==> src/rtl/ram_port_arbiter.sv <==
// Round-robin arbiter that serialises two req/ack clients onto the single
// address bus of a 1Kx8 RAM with a registered read port.
module ram_port_arbiter #(
    parameter int ADDR_W = 10,
    parameter int DATA_W = 8
) (
    input  logic              clk,
    input  logic              reset_p,
    input  logic              req_a,
    input  logic              req_b,
    input  logic              wr_a,
    input  logic              wr_b,
    input  logic [ADDR_W-1:0] addr_a,
    input  logic [ADDR_W-1:0] addr_b,
    input  logic [DATA_W-1:0] wdata_a,
    input  logic [DATA_W-1:0] wdata_b,
    output logic              ack_a,
    output logic              ack_b,
    output logic [DATA_W-1:0] rdata_a,
    output logic [DATA_W-1:0] rdata_b,
    output logic              mem_wr_rd,
    output logic [ADDR_W-1:0] mem_addr,
    output logic [DATA_W-1:0] mem_i_data,
    input  logic [DATA_W-1:0] mem_o_data,
    output logic              busy
);

    typedef enum logic [1:0] {IDLE, ACCESS, CAPTURE, ACK} state_t;
    typedef enum logic {PORT_A, PORT_B} port_t;

    state_t            state_q, state_d;
    port_t             sel_q, sel_d;
    port_t             last_q, last_d;
    port_t             winner;
    logic              mem_wr_rd_q, mem_wr_rd_d;
    logic [ADDR_W-1:0] mem_addr_q, mem_addr_d;
    logic [DATA_W-1:0] mem_i_data_q, mem_i_data_d;
    logic [DATA_W-1:0] rdata_a_q, rdata_a_d;
    logic [DATA_W-1:0] rdata_b_q, rdata_b_d;

    // last_q resets to B so that A wins the first contention.
    always_ff @(posedge clk) begin
        if (reset_p) begin
            state_q      <= IDLE;
            sel_q        <= PORT_A;
            last_q       <= PORT_B;
            mem_wr_rd_q  <= 1'b0;
            mem_addr_q   <= '0;
            mem_i_data_q <= '0;
            rdata_a_q    <= '0;
            rdata_b_q    <= '0;
        end else begin
            state_q      <= state_d;
            sel_q        <= sel_d;
            last_q       <= last_d;
            mem_wr_rd_q  <= mem_wr_rd_d;
            mem_addr_q   <= mem_addr_d;
            mem_i_data_q <= mem_i_data_d;
            rdata_a_q    <= rdata_a_d;
            rdata_b_q    <= rdata_b_d;
        end
    end

    always_comb begin
        state_d      = state_q;
        sel_d        = sel_q;
        last_d       = last_q;
        mem_wr_rd_d  = mem_wr_rd_q;
        mem_addr_d   = mem_addr_q;
        mem_i_data_d = mem_i_data_q;
        rdata_a_d    = rdata_a_q;
        rdata_b_d    = rdata_b_q;

        winner = PORT_A;
        if (req_a && req_b) begin
            winner = (last_q == PORT_A) ? PORT_B : PORT_A;
        end else if (req_b) begin
            winner = PORT_B;
        end

        case (state_q)
            IDLE: begin
                if (req_a || req_b) begin
                    sel_d        = winner;
                    last_d       = winner;
                    mem_addr_d   = (winner == PORT_B) ? addr_b : addr_a;
                    mem_i_data_d = (winner == PORT_B) ? wdata_b : wdata_a;
                    mem_wr_rd_d  = (winner == PORT_B) ? wr_b : wr_a;
                    state_d      = ACCESS;
                end
            end
            ACCESS: begin
                // The RAM acts on the edge closing this state; drop the write strobe there.
                mem_wr_rd_d = 1'b0;
                state_d     = mem_wr_rd_q ? ACK : CAPTURE;
            end
            CAPTURE: begin
                if (sel_q == PORT_B) begin
                    rdata_b_d = mem_o_data;
                end else begin
                    rdata_a_d = mem_o_data;
                end
                state_d = ACK;
            end
            ACK: begin
                state_d = IDLE;
            end
            default: begin
                state_d = IDLE;
            end
        endcase
    end

    assign ack_a      = (state_q == ACK) && (sel_q == PORT_A);
    assign ack_b      = (state_q == ACK) && (sel_q == PORT_B);
    assign rdata_a    = rdata_a_q;
    assign rdata_b    = rdata_b_q;
    assign mem_wr_rd  = mem_wr_rd_q;
    assign mem_addr   = mem_addr_q;
    assign mem_i_data = mem_i_data_q;
    assign busy       = (state_q != IDLE);

endmodule

==> config.mk <==
export PLATFORM = sky130hd
export DESIGN_NAME = ram_port_arbiter
export DESIGN_NICKNAME = d
export VERILOG_FILES = /design/src/rtl/ram_port_arbiter.sv
export SDC_FILE = /design/constraint.sdc
export NUM_CORES = 1
export LEC_CHECK = 0
export ABC_AREA = 1
export BUFFER_PORTS_ARGS = -buffer_cell sky130_fd_sc_hd__buf_4
export CAP_MARGIN = 5
export CORE_ASPECT_RATIO = 1.4
export CORE_MARGIN = 1
export CORE_UTILIZATION = 41
export DETAILED_ROUTE_END_ITERATION = 8
export GPL_TIMING_DRIVEN = 0
export PLACE_DENSITY_LB_ADDON = 0.3
export RECOVER_POWER = 50
export SYNTH_ARGS = -nofsm -noshare
export SYNTH_HDL_FRONTEND = slang
export SYNTH_SLANG_ARGS = --single-unit
==> constraint.sdc <==
create_clock -name clk -period 1.15 [get_ports clk]
set_input_delay 0.23 -clock clk [delete_from_list [all_inputs] [get_ports clk]]
set_output_delay 0.23 -clock clk [all_outputs]
set_load 0.01 [all_outputs]
* After elaboration in Yosys (flattened, before gate mapping)
Index checks and enable logic that the tools add are counted.
** Storage, ports and cells
- Bits of input ports :: 50
- Word-level logic and storage cells :: 35
- Flip-flop bits (word level) :: 39
- Output and inout bits :: 38
** Operators by class
- Bitwise operators :: 1
- Mux-type cells :: 11
- Reduce and logical (&&, ||, !) cells :: 11
- Equal/unequal tests :: 4
** Operators with widths (count)
- two-way mux 10 bit :: 1
- two-way mux 8 bit :: 1
- case mux 2 bit (4 select lines) :: 1
- AND reduction 2 bit :: 4
- two-way mux 1 bit :: 6
- equality test 2 bit (second input constant) :: 2
- nonzero test 2 bit :: 2
- logical AND 1 bit :: 3
- equality test 2 x 1 -> 1 bit (second input constant) :: 1
- zero test 2 bit :: 1
- two-way mux 2 bit :: 1
- != test 2 bit (second input constant) :: 1
- case mux 1 bit (2 select lines) :: 1
- logical OR 1 bit :: 1
- inverter 1 bit :: 1

* Logic depth before layout (Yosys ltp)
Gate-level depths: netlist of the first run.
- Depth in word-level cells :: 5
- Mapped depth :: 8

* Least setup slack after synthesis of the first run
OpenSTA, ideal clock, no wires.
- Path type :: register to register
- Start point :: register state_q[0]
- End point :: register mem_addr_q[7] (netlist: mem_addr[7])
- Setup time :: 0.115 ns
- Cell stages (with the launch flop) :: 9
- Arrival time :: 1.209 ns
- Data required time :: 1.035 ns
- Path slack :: -0.174 ns
- Cells stage by stage :: dfxtp_1 -> inv_1 -> ha_1 -> inv_2 -> nor2_8 -> buf_6 -> nand2_1 -> nor2_1 -> nor2_1
** Between the ends
- Cells in the longest elaborated chain, start to end :: 2
** RTL lines
- start, declared :: line 31 : state_t state_q, state_d;
- start signal, assigned :: line 53 : state_q <= state_d;
- zero test 2 bit :: line 81 : case (state_q)
- AND reduction 2 bit (no line)
- end signal, assigned :: line 57 : mem_addr_q <= mem_addr_d;
- end, declared :: line 36 : logic [ADDR_W-1:0] mem_addr_q, mem_addr_d;
No other way between the ends.
A chain may end at the register's enable or synchronous reset.

* Worst setup path after layout of the first run
- Start point :: register state_q[1]
- End point :: output port busy
** Between the ends
- Cells in the longest elaborated chain, start to end :: 1
** RTL lines
- nonzero test 2 bit :: line 121 : assign busy = (state_q != IDLE);
- end, declared :: line 25 : output logic busy
No other way between the ends.

==> impl_metrics.json, run 1 <==
{
  "hold_viol": 0,
  "r2r_cells": 8,
  "placed_cells": 418,
  "fin_crit_ns": 1.30,
  "slew_violations": 0,
  "clock.fmax_mhz": 772,
  "crit_top_cell": "inv_4",
  "ys_ff_latch": 39,
  "setup_violations": 31,
  "post-dp-hpwl_um": 3220,
  "grt_pass1_vias": 1843,
  "irDropWorstVdd_mv": 1.01,
  "worstPathCellList": "inv_4, ha_4, inv_4, buf_6",
  "violations": "negative setup slack",
  "synth.avg_cell_area_um2": 6.70,
  "cp-endpoint": "busy",
  "wire_per_inst_um": 10.3,
  "critPathMaxStageDelay_ns": 0.39,
  "gr-total-overflow": 0,
  "syn_to_final_growth_pct": 54.9,
  "drive_above_1_share_pct": 33.0,
  "yosysWarningCount": 0,
  "cts_htree_levels": 2,
  "cts_sinks": 39,
  "path_clk_slew_ns": 0.08,
  "tns_ns": -2.20,
  "antenna_left": 0,
  "cts_buffers": 5,
  "die_w_um": 58.2,
  "cp_slowest_cell": "dfxtp_4",
  "synth-xor-area-share_pct": 0,
  "cts_buffer_depth": 2,
  "stdcell_count": 439,
  "cellPowerDensity_nw_per_um2": 2140,
  "cp_num_buf_inv": 3,
  "drc": 0,
  "firstDrtPassIters": 4,
  "synth_top_family_by_area": "simple AND/OR/NAND/NOR gates",
  "multi_input_area_um2": 943,
  "yosys.area.top_type": "dfxtp_1",
  "cts_root_buf": "clkbuf_8",
  "netlist.area_leader.share_pct": 43.0,
  "crit_path_end_kind": "output port",
  "status": "finished, violations left",
  "hold_path.class": "input port to flip-flop",
  "wirelength_um": 4540,
  "power.net_switching_mw": 2.28,
  "critPathRequiredTime_ns": 0.92,
  "max_cap_viol_count": 0,
  "ioPinCount": 88,
  "gp_congestion": 0.836,
  "clock_power_share_pct": 14.6,
  "synth.net_count": 326,
  "skew_ns": 0.00598,
  "grt_pass1_wl_um": 7490,
  "worstMarginPinSlew_ns": 0.387,
  "r2r_end": "mem_i_data[7]$_SDFFE_PP0P_",
  "antenna_found_initial": 0,
  "start_util_pct": 42.8,
  "startpoint_type": "flip-flop",
  "syn_inst": 271,
  "cts_tree": "done",
  "num_vias": 1944,
  "fin_nets": 433,
  "seq_area_frac_synth_pct": 43.0,
  "cp.depth": 4,
  "startpoint": "state_q[1]$_SDFFE_PP0P_",
  "synth_compound_area_share_pct": 10.9,
  "n_fill_cell": 398,
  "worstReg2RegStart": "state_q[0]$_SDFFE_PP0P_",
  "synthTopCellsByArea": "dfxtp_1 43%, nor2_1 19%, nand2_1 11%, inv_1 5.8%, o21ai_1 5.0%",
  "via_per_inst": 4.43,
  "port_buffers": 87,
  "synth_cell_type_count": 17,
  "grt.total_usage_pct": 19.9,
  "worstSkewPairLatency_ns": 0.28,
  "maxSlewHeadroom_pct": 74.2,
  "core_um2": 4240,
  "rows": 28,
  "syn-cell-area_um2": 1820,
  "p_int_mw": 3.73,
  "critPathKind": "flip-flop to output port",
  "cp_top_family": "flip-flops",
  "synthMuxAreaShare_pct": 0,
  "antennaDiodeCount": 0,
  "switching_share_pct": 38.0,
  "grt_max_degree": 12,
  "final-seq-area_um2": 788,
  "leakagePower_nw": 1.42,
  "synth-simple-area-share_pct": 32.1,
  "floorplan.die_area_um2": 4700,
  "cts_hold_buf": 0,
  "r2r_setup_slack_ns": -0.11,
  "period_share_pct": 113,
  "p_comb_share_pct": 51.1,
  "die_h_um": 80.7,
  "seqPwrFrac_pct": 34.3,
  "rsz0062_at_grt": "yes",
  "setup_ws_ns": -0.146,
  "crit_fanout": 4,
  "worstPathArrival_ns": 1.07,
  "first_iter_violations": 63,
  "synth_adder_area_share_pct": 3.45,
  "postLayoutCoreUtil_pct": 66.3
}
==> how the worst min path moves through the flow <==
stage                       start                       to  cells past startpoint
after floorplan           reset_p  state_q[0]$_SDFFE_PP0P_                      1
after global placement    reset_p  state_q[0]$_SDFFE_PP0P_                      2
after detailed placement  reset_p  state_q[1]$_SDFFE_PP0P_                      2
after CTS                 reset_p  state_q[1]$_SDFFE_PP0P_                      2
after global routing      reset_p  state_q[0]$_SDFFE_PP0P_                      2
final                     reset_p  state_q[0]$_SDFFE_PP0P_                      2
==> layer usage <==
metal	global-route usage (%)	up-vias	routed length, um
li1	-	1041	-
met1	22.8	828	1900
met2	36.1	68	2270
met3	5.10	7	312
met4	5.95	0	54
met5	0	-	0
==> through the flow <==
stage / total power [mW] / setup slack (ns) / hold slack (ns) / area (um2)
global route: 6.47 / -0.191 / 0.116 / 2810
global placement: 4.51 / -0.152 / 0.417 / 2570
detailed placement: 4.55 / -0.168 / 0.417 / 2570
finish: 6.01 / -0.146 / 0.118 / 2810
CTS: 5.88 / -0.144 / 0.111 / 2790
floorplan: 3.54 / -0.0236 / 0.292 / 1840
==> synth_stat cells (all sizes together) <==
| cell type | instances |
|---|---|
| inv | 29 |
| dfxtp | 39 |
| clkbuf | 1 |
| nand2 | 52 |
| a21oi | 3 |
| o21ai | 35 |
| buf | 9 |
| o21bai | 1 |
| ha | 5 |
| nor2 | 93 |
| nand3 | 4 |
==> kinds of logic after synthesis <==
family / after synthesis
and+or+nand+nor: 149
AOI/OAI and AO/OA: 39
buffers and inverters: 39
DFF: 39
adders and majority gates: 5
==> sequential cells by signal (all words and copies together) (netlist names) <==
register	flops
mem_addr	10
state_q	2
last_q	1
rdata_a	8
rdata_b	8
sel_q	1
mem_wr_rd	1
mem_i_data	8
==> placed cells by master, fill, tap and decap left out, types with 5 or more instances in the layout <==
cell / n
buf_4: 74
buf_6: 11
clkbuf_1: 22
clkbuf_8: 5
dfxtp_1: 37
inv_1: 22
nand2_1: 46
nand2_2: 5
nor2_1: 87
o21ai_0: 7
o21ai_1: 25
==> power groups by stage <==
| stage | clock [mW] | sequential [mW] | combinational [mW] |
|---|---|---|---|
| after CTS | 0.900 | 2.06 | 2.92 |
| final | 0.876 | 2.06 | 3.07 |
| after global placement | 0 | 2.04 | 2.47 |
| after global routing | 0.955 | 2.11 | 3.41 |
| after floorplan | 0 | 2.18 | 1.36 |
| after detailed placement | 0 | 2.05 | 2.51 |
==> area by class of cell <==
class	instances	area share, %
inverter	29	4.23
clock buffer	7	2.71
tap	60	2.67
timing repair buffer	100	25.5
sequential	39	28.0
multi-input combinational	193	33.6
clock inverter	1	0.178
buffer	10	3.07
==> what timing repair did <==
| action | CTS | global route |
|---|---|---|
| endpoints found under the hold margin | 0 | 0 |
| gates resized for setup | 27 | 21 |
| pin swaps | 5 | 11 |
| setup buffers | 9 | 3 |
| setup endpoints to repair | 38 | 41 |
| cloned | 1 | 0 |
No activity file was read; power rests on OpenSTA's default activity.
==> run 2, diff against run 1 <==
Settings changed: TNS_END_PERCENT set to 30.
==> run 2 against run 1 <==
Compared with the run above:
- the run still ends with negative setup slack left
- die area did not move
- clock power rose by 0.7%
- via count rose by 0.67%
- critical endpoint unchanged
- largest cell class unchanged
==> impl_metrics.json, run 2 (synthesis results as in run 1) <==
{
  "antenna_found_initial": 0,
  "wire_per_inst_um": 10.7,
  "antenna_left": 0,
  "port_buffers": 87,
  "hold_depth": 2,
  "crit_path_end_kind": "output port",
  "setup_violations": 35,
  "drc": 0,
  "gp_congestion": 0.790,
  "via_per_inst": 4.47,
  "r2r_setup_slack_ns": -0.11,
  "cts_buffers": 5,
  "hold_slack_ns": 0.123,
  "antennaDiodeCount": 0,
  "die_w_um": 58.2,
  "worstPathCellList": "inv_4, ha_4, inv_4, buf_6",
  "floorplan.die_area_um2": 4700,
  "fin_crit_ns": 1.30,
  "worstMarginPinSlew_ns": 0.373,
  "cp_slowest_cell": "dfxtp_4",
  "start_util_pct": 42.8,
  "n_fill_cell": 410,
  "hold_end": "state_q[0]$_SDFFE_PP0P_",
  "final_cell_mix": "88 x nor2_1, 77 x buf_4, 46 x nand2_1",
  "skew_ns": 0.00318,
  "critPathMaxStageDelay_ns": 0.39,
  "wirelength_um": 4670,
  "grt_pass1_wl_um": 7140,
  "firstDrtPassIters": 4,
  "final_common_cell": "nor2_1",
  "worstSkewPairLatency_ns": 0.28,
  "grt_pass1_vias": 1722,
  "maxSlewHeadroom_pct": 75.1,
  "num_vias": 1957,
  "cts_root_buf": "clkbuf_8",
  "hold_viol": 0,
  "r2r_end": "mem_addr[6]$_SDFFE_PP0P_",
  "clock.fmax_mhz": 768,
  "hold_path.class": "input port to flip-flop",
  "path_clk_slew_ns": 0.07,
  "largest_register_ffs": 10,
  "postLayoutCoreUtil_pct": 65.3,
  "ioPinCount": 88,
  "slew_violations": 0,
  "cp_num_buf_inv": 3,
  "worstPathArrival_ns": 1.07,
  "syn_to_final_growth_pct": 52.4,
  "critPathRequiredTime_ns": 0.92,
  "worstReg2RegStart": "state_q[1]$_SDFFE_PP0P_",
  "postPlaceCellArea_um2": 2570,
  "violations": "negative setup slack",
  "core_um2": 4240,
  "cts_buffer_depth": 2,
  "die_h_um": 80.7,
  "cts_hold_buf": 0,
  "grt_max_degree": 12,
  "setup_ws_ns": -0.152,
  "crit_top_cell": "inv_4",
  "max_cap_viol_count": 0,
  "period_share_pct": 113,
  "cts_sinks": 39,
  "rsz0062_at_grt": "yes",
  "r2r_cells": 8,
  "cellPowerDensity_nw_per_um2": 2130,
  "cp.depth": 4,
  "cts_tree": "done",
  "critPathKind": "flip-flop to output port",
  "fin_area_um2": 2770,
  "drive_above_1_share_pct": 32.8,
  "irDropWorstVdd_mv": 1.07,
  "gr-total-overflow": 0,
  "post-dp-hpwl_um": 3320,
  "min_from": "reset_p",
  "first_iter_violations": 45,
  "cp_top_family": "flip-flops",
  "fin_nets": 432,
  "leakagePower_nw": 1.41,
  "status": "finished, violations left",
  "cts_htree_levels": 2,
  "crit_fanout": 4,
  "startpoint_type": "flip-flop",
  "grt.total_usage_pct": 19.6,
  "rows": 28
}
==> run 2: changes by cell type in the layout (fill, tap and decap cells not counted), moves of 2 or more <==
| cell | before | now |
|---|---|---|
| o21ai_2 | 3 | 1 |
| buf_4 | 74 | 77 |
| o21ai_1 | 25 | 18 |
| buf_6 | 11 | 8 |
| o21ai_0 | 7 | 16 |
==> run 2: final cells by class <==
class                      count  area, um2  share of cell area, %
multi-input combinational    194        933                   33.7
sequential                    39        790                   28.5
timing repair buffer          98        683                   24.7
inverter                      29        119                   4.29
buffer                        10       86.3                   3.12
clock buffer                   7       76.3                   2.76
tap                           60       75.1                   2.71
clock inverter                 1       5.00                  0.181
==> run 2: per-layer routing <==
metal	track usage [%]	up-vias	part of all wire, %
met5	0	-	0
met4	6.90	0	1.5
met3	6.05	9	6.1
met2	36.9	69	53
met1	20.0	841	39
li1	-	1038	-
==> run 2: through the flow <==
stage	setup TNS (ns)	power [mW]	setup WS (ns)	cells
2_1_floorplan	-0.255	3.54	-0.0236	271
3_3_place_gp	-3.57	4.51	-0.147	418
3_5_place_dp	-4.63	4.57	-0.167	418
4_1_cts	-2.27	5.81	-0.152	436
5_1_grt	-5.32	6.32	-0.191	438
6_report	-2.42	5.90	-0.152	438
==> run 2: report_power, final <==
group | total, mW | internal (mW) | switching (mW)
clock | 0.882 | 0.426 | 0.457
combinational | 2.96 | 1.42 | 1.53
sequential | 2.06 | 1.78 | 0.280
total | 5.90 | 3.63 | 2.27
==> run 2: how the worst max path moves through the flow <==
stage                                       start                         end  slack, ns
final                     state_q[1]$_SDFFE_PP0P_                        busy      -0.15
after global routing      state_q[1]$_SDFFE_PP0P_  mem_i_data[2]$_SDFFE_PP0P_      -0.19
after floorplan           state_q[1]$_SDFFE_PP0P_    mem_addr[7]$_SDFFE_PP0P_      -0.02
after global placement    state_q[0]$_SDFFE_PP0P_     rdata_b[7]$_SDFFE_PP0P_      -0.15
after CTS                 state_q[0]$_SDFFE_PP0P_                        busy      -0.15
after detailed placement  state_q[0]$_SDFFE_PP0P_     rdata_b[7]$_SDFFE_PP0P_      -0.17
==> run 2: timing repair <==
| item | CTS | global route |
|---|---|---|
| resized for setup | 16 | 18 |
| pin swaps | 2 | 11 |
| setup buffers | 9 | 1 |
| setup endpoints to repair | 38 | 41 |
| cloned | 1 | 1 |
==> run 3, diff against run 2 <==
Settings changed: CORE_UTILIZATION 41 to 40.
==> run 3 against run 2 <==
Compared with the run above:
- the run still ends with negative setup slack left
- setup slack improved by 0.0058 ns
- routed wire length down 0.17%
- die area grew 2.4%
- non-clock buffer count decreased by 3
- highest routed layer unchanged
- largest power group unchanged
- critical path depth unchanged
==> impl_metrics.json, run 3 (synthesis results as in run 1) <==
{
  "cp_slowest_cell": "dfxtp_4",
  "ioPinCount": 88,
  "seqPwrFrac_pct": 35.6,
  "hold_viol": 0,
  "crit_fanout": 3,
  "clock_power_share_pct": 14.4,
  "wire_per_inst_um": 10.8,
  "gr-total-overflow": 0,
  "cts_buffer_depth": 2,
  "placed_cells": 418,
  "via_per_inst": 4.52,
  "grt_pass1_vias": 1818,
  "critPathKind": "flip-flop to output port",
  "p_int_mw": 3.59,
  "grt.total_usage_pct": 20.8,
  "skew_ns": 0.00639,
  "floorplan.die_area_um2": 4820,
  "worstPathCellList": "inv_4, ha_4, inv_4, buf_6",
  "setup_ws_ns": -0.146,
  "first_iter_violations": 44,
  "hold_path.class": "input port to flip-flop",
  "violations": "negative setup slack",
  "n_fill_cell": 415,
  "place_ws_ns": -0.185,
  "cp_num_buf_inv": 3,
  "slew_violations": 0,
  "use_met2_pct": 37.3,
  "wirelength_um": 4670,
  "rsz0062_at_grt": "yes",
  "irDropWorstVdd_mv": 1.05,
  "setup_violations": 29,
  "cts_buffers": 5,
  "core_um2": 4270,
  "final-seq-area_um2": 790,
  "antennaDiodeCount": 0,
  "stdcell_count": 433,
  "clock.fmax_mhz": 772,
  "crit_path_end_kind": "output port",
  "p_total_mw": 5.80,
  "num_vias": 1955,
  "cts_root_buf": "clkbuf_8",
  "tns_ns": -2.66,
  "critPathMaxStageDelay_ns": 0.39,
  "power.net_switching_mw": 2.22,
  "syn_to_final_growth_pct": 50.9,
  "leakagePower_nw": 1.40,
  "gp_congestion": 0.752,
  "status": "finished, violations left",
  "use_met3_pct": 7.40,
  "period_share_pct": 113,
  "rows": 28,
  "cellPowerDensity_nw_per_um2": 2120,
  "p_comb_share_pct": 49.9,
  "maxSlewHeadroom_pct": 74.5,
  "postPlaceCellArea_um2": 2570,
  "antenna_found_initial": 0,
  "crit_top_cell": "inv_4",
  "path_clk_slew_ns": 0.07,
  "multi_input_area_um2": 921,
  "antenna_left": 0,
  "cts_htree_levels": 2,
  "die_w_um": 58.9,
  "cts_tree": "done",
  "worstPathArrival_ns": 1.07,
  "cts_hold_buf": 0,
  "critPathRequiredTime_ns": 0.92,
  "drc": 0,
  "met1_usage_pct": 21.6,
  "final_cell_mix": "86 x nor2_1, 72 x buf_4, 48 x nand2_1",
  "switching_share_pct": 38.2,
  "fin_area_um2": 2740,
  "fin_nets": 429,
  "fin_crit_ns": 1.30,
  "cts_sinks": 39,
  "top_usage_layer": "met2",
  "grt_max_degree": 11,
  "worstSkewPairLatency_ns": 0.28,
  "final_common_cell": "nor2_1",
  "post-dp-hpwl_um": 3290,
  "start_util_pct": 42.5,
  "port_buffers": 87,
  "drive_above_1_share_pct": 31.6,
  "largest_register_ffs": 10,
  "startpoint_type": "flip-flop",
  "max_cap_viol_count": 0,
  "die_h_um": 81.7,
  "worstMarginPinSlew_ns": 0.383,
  "cp_top_family": "flip-flops",
  "firstDrtPassIters": 4,
  "grt_pass1_wl_um": 7560
}
## run 3: cell types whose count changed in the layout (fill, tap and decap cells not counted), sizes merged
cell / before / now
buf: 89 / 84
clkbuf: 26 / 27
clkinv: 1 / 0
## run 3: final timing paths
check,depth (start not counted),slack [ns],end,from
max reg2reg,8,-0.11,mem_addr[0]$_SDFFE_PP0P_,state_q[0]$_SDFFE_PP0P_
min,2,0.12,state_q[0]$_SDFFE_PP0P_,reset_p
min reg2reg,2,0.48,last_q$_SDFFE_PP1P_,last_q$_SDFFE_PP1P_
max,4,-0.15,busy,state_q[0]$_SDFFE_PP0P_
## run 3: per-stage QoR
step	util [%]	hold slack [ns]
floorplan	-	0.292
global placement	60.1	0.421
detailed placement	60.1	0.426
CTS	64.1	0.118
global route	64.1	0.123
finish	64.1	0.123
## run 3: layout make-up
cell class	instances	area share, %
Buffer	10	3.15
Timing Repair Buffer	95	24.6
Sequential cell	39	28.8
Inverter	29	4.43
Multi-Input combinational cell	194	33.6
Tap cell	60	2.74
Clock buffer	6	2.65
## run 3: per-layer routing
layer	part of all wire [%]	vias to the layer above
li1	-	1029
met1	39	853
met2	53	69
met3	6.7	4
met4	1.2	0
met5	0	-
## run 3: what timing repair did
action / in CTS / in global routing
cloned: 1 / 2
hold endpoints to repair: 0 / 0
setup buffers: 5 / 1
endpoints found under the setup margin: 38 / 40
pin swaps: 4 / 7
resized for setup: 20 / 20
## run 3: power by group through the flow
stage	registers, mW	clock network [mW]	logic (mW)
after floorplan	2.18	0	1.36
after global placement	2.04	0	2.47
after detailed placement	2.04	0	2.52
after CTS	2.05	0.855	2.80
after global routing	2.11	0.907	3.21
final	2.07	0.838	2.90
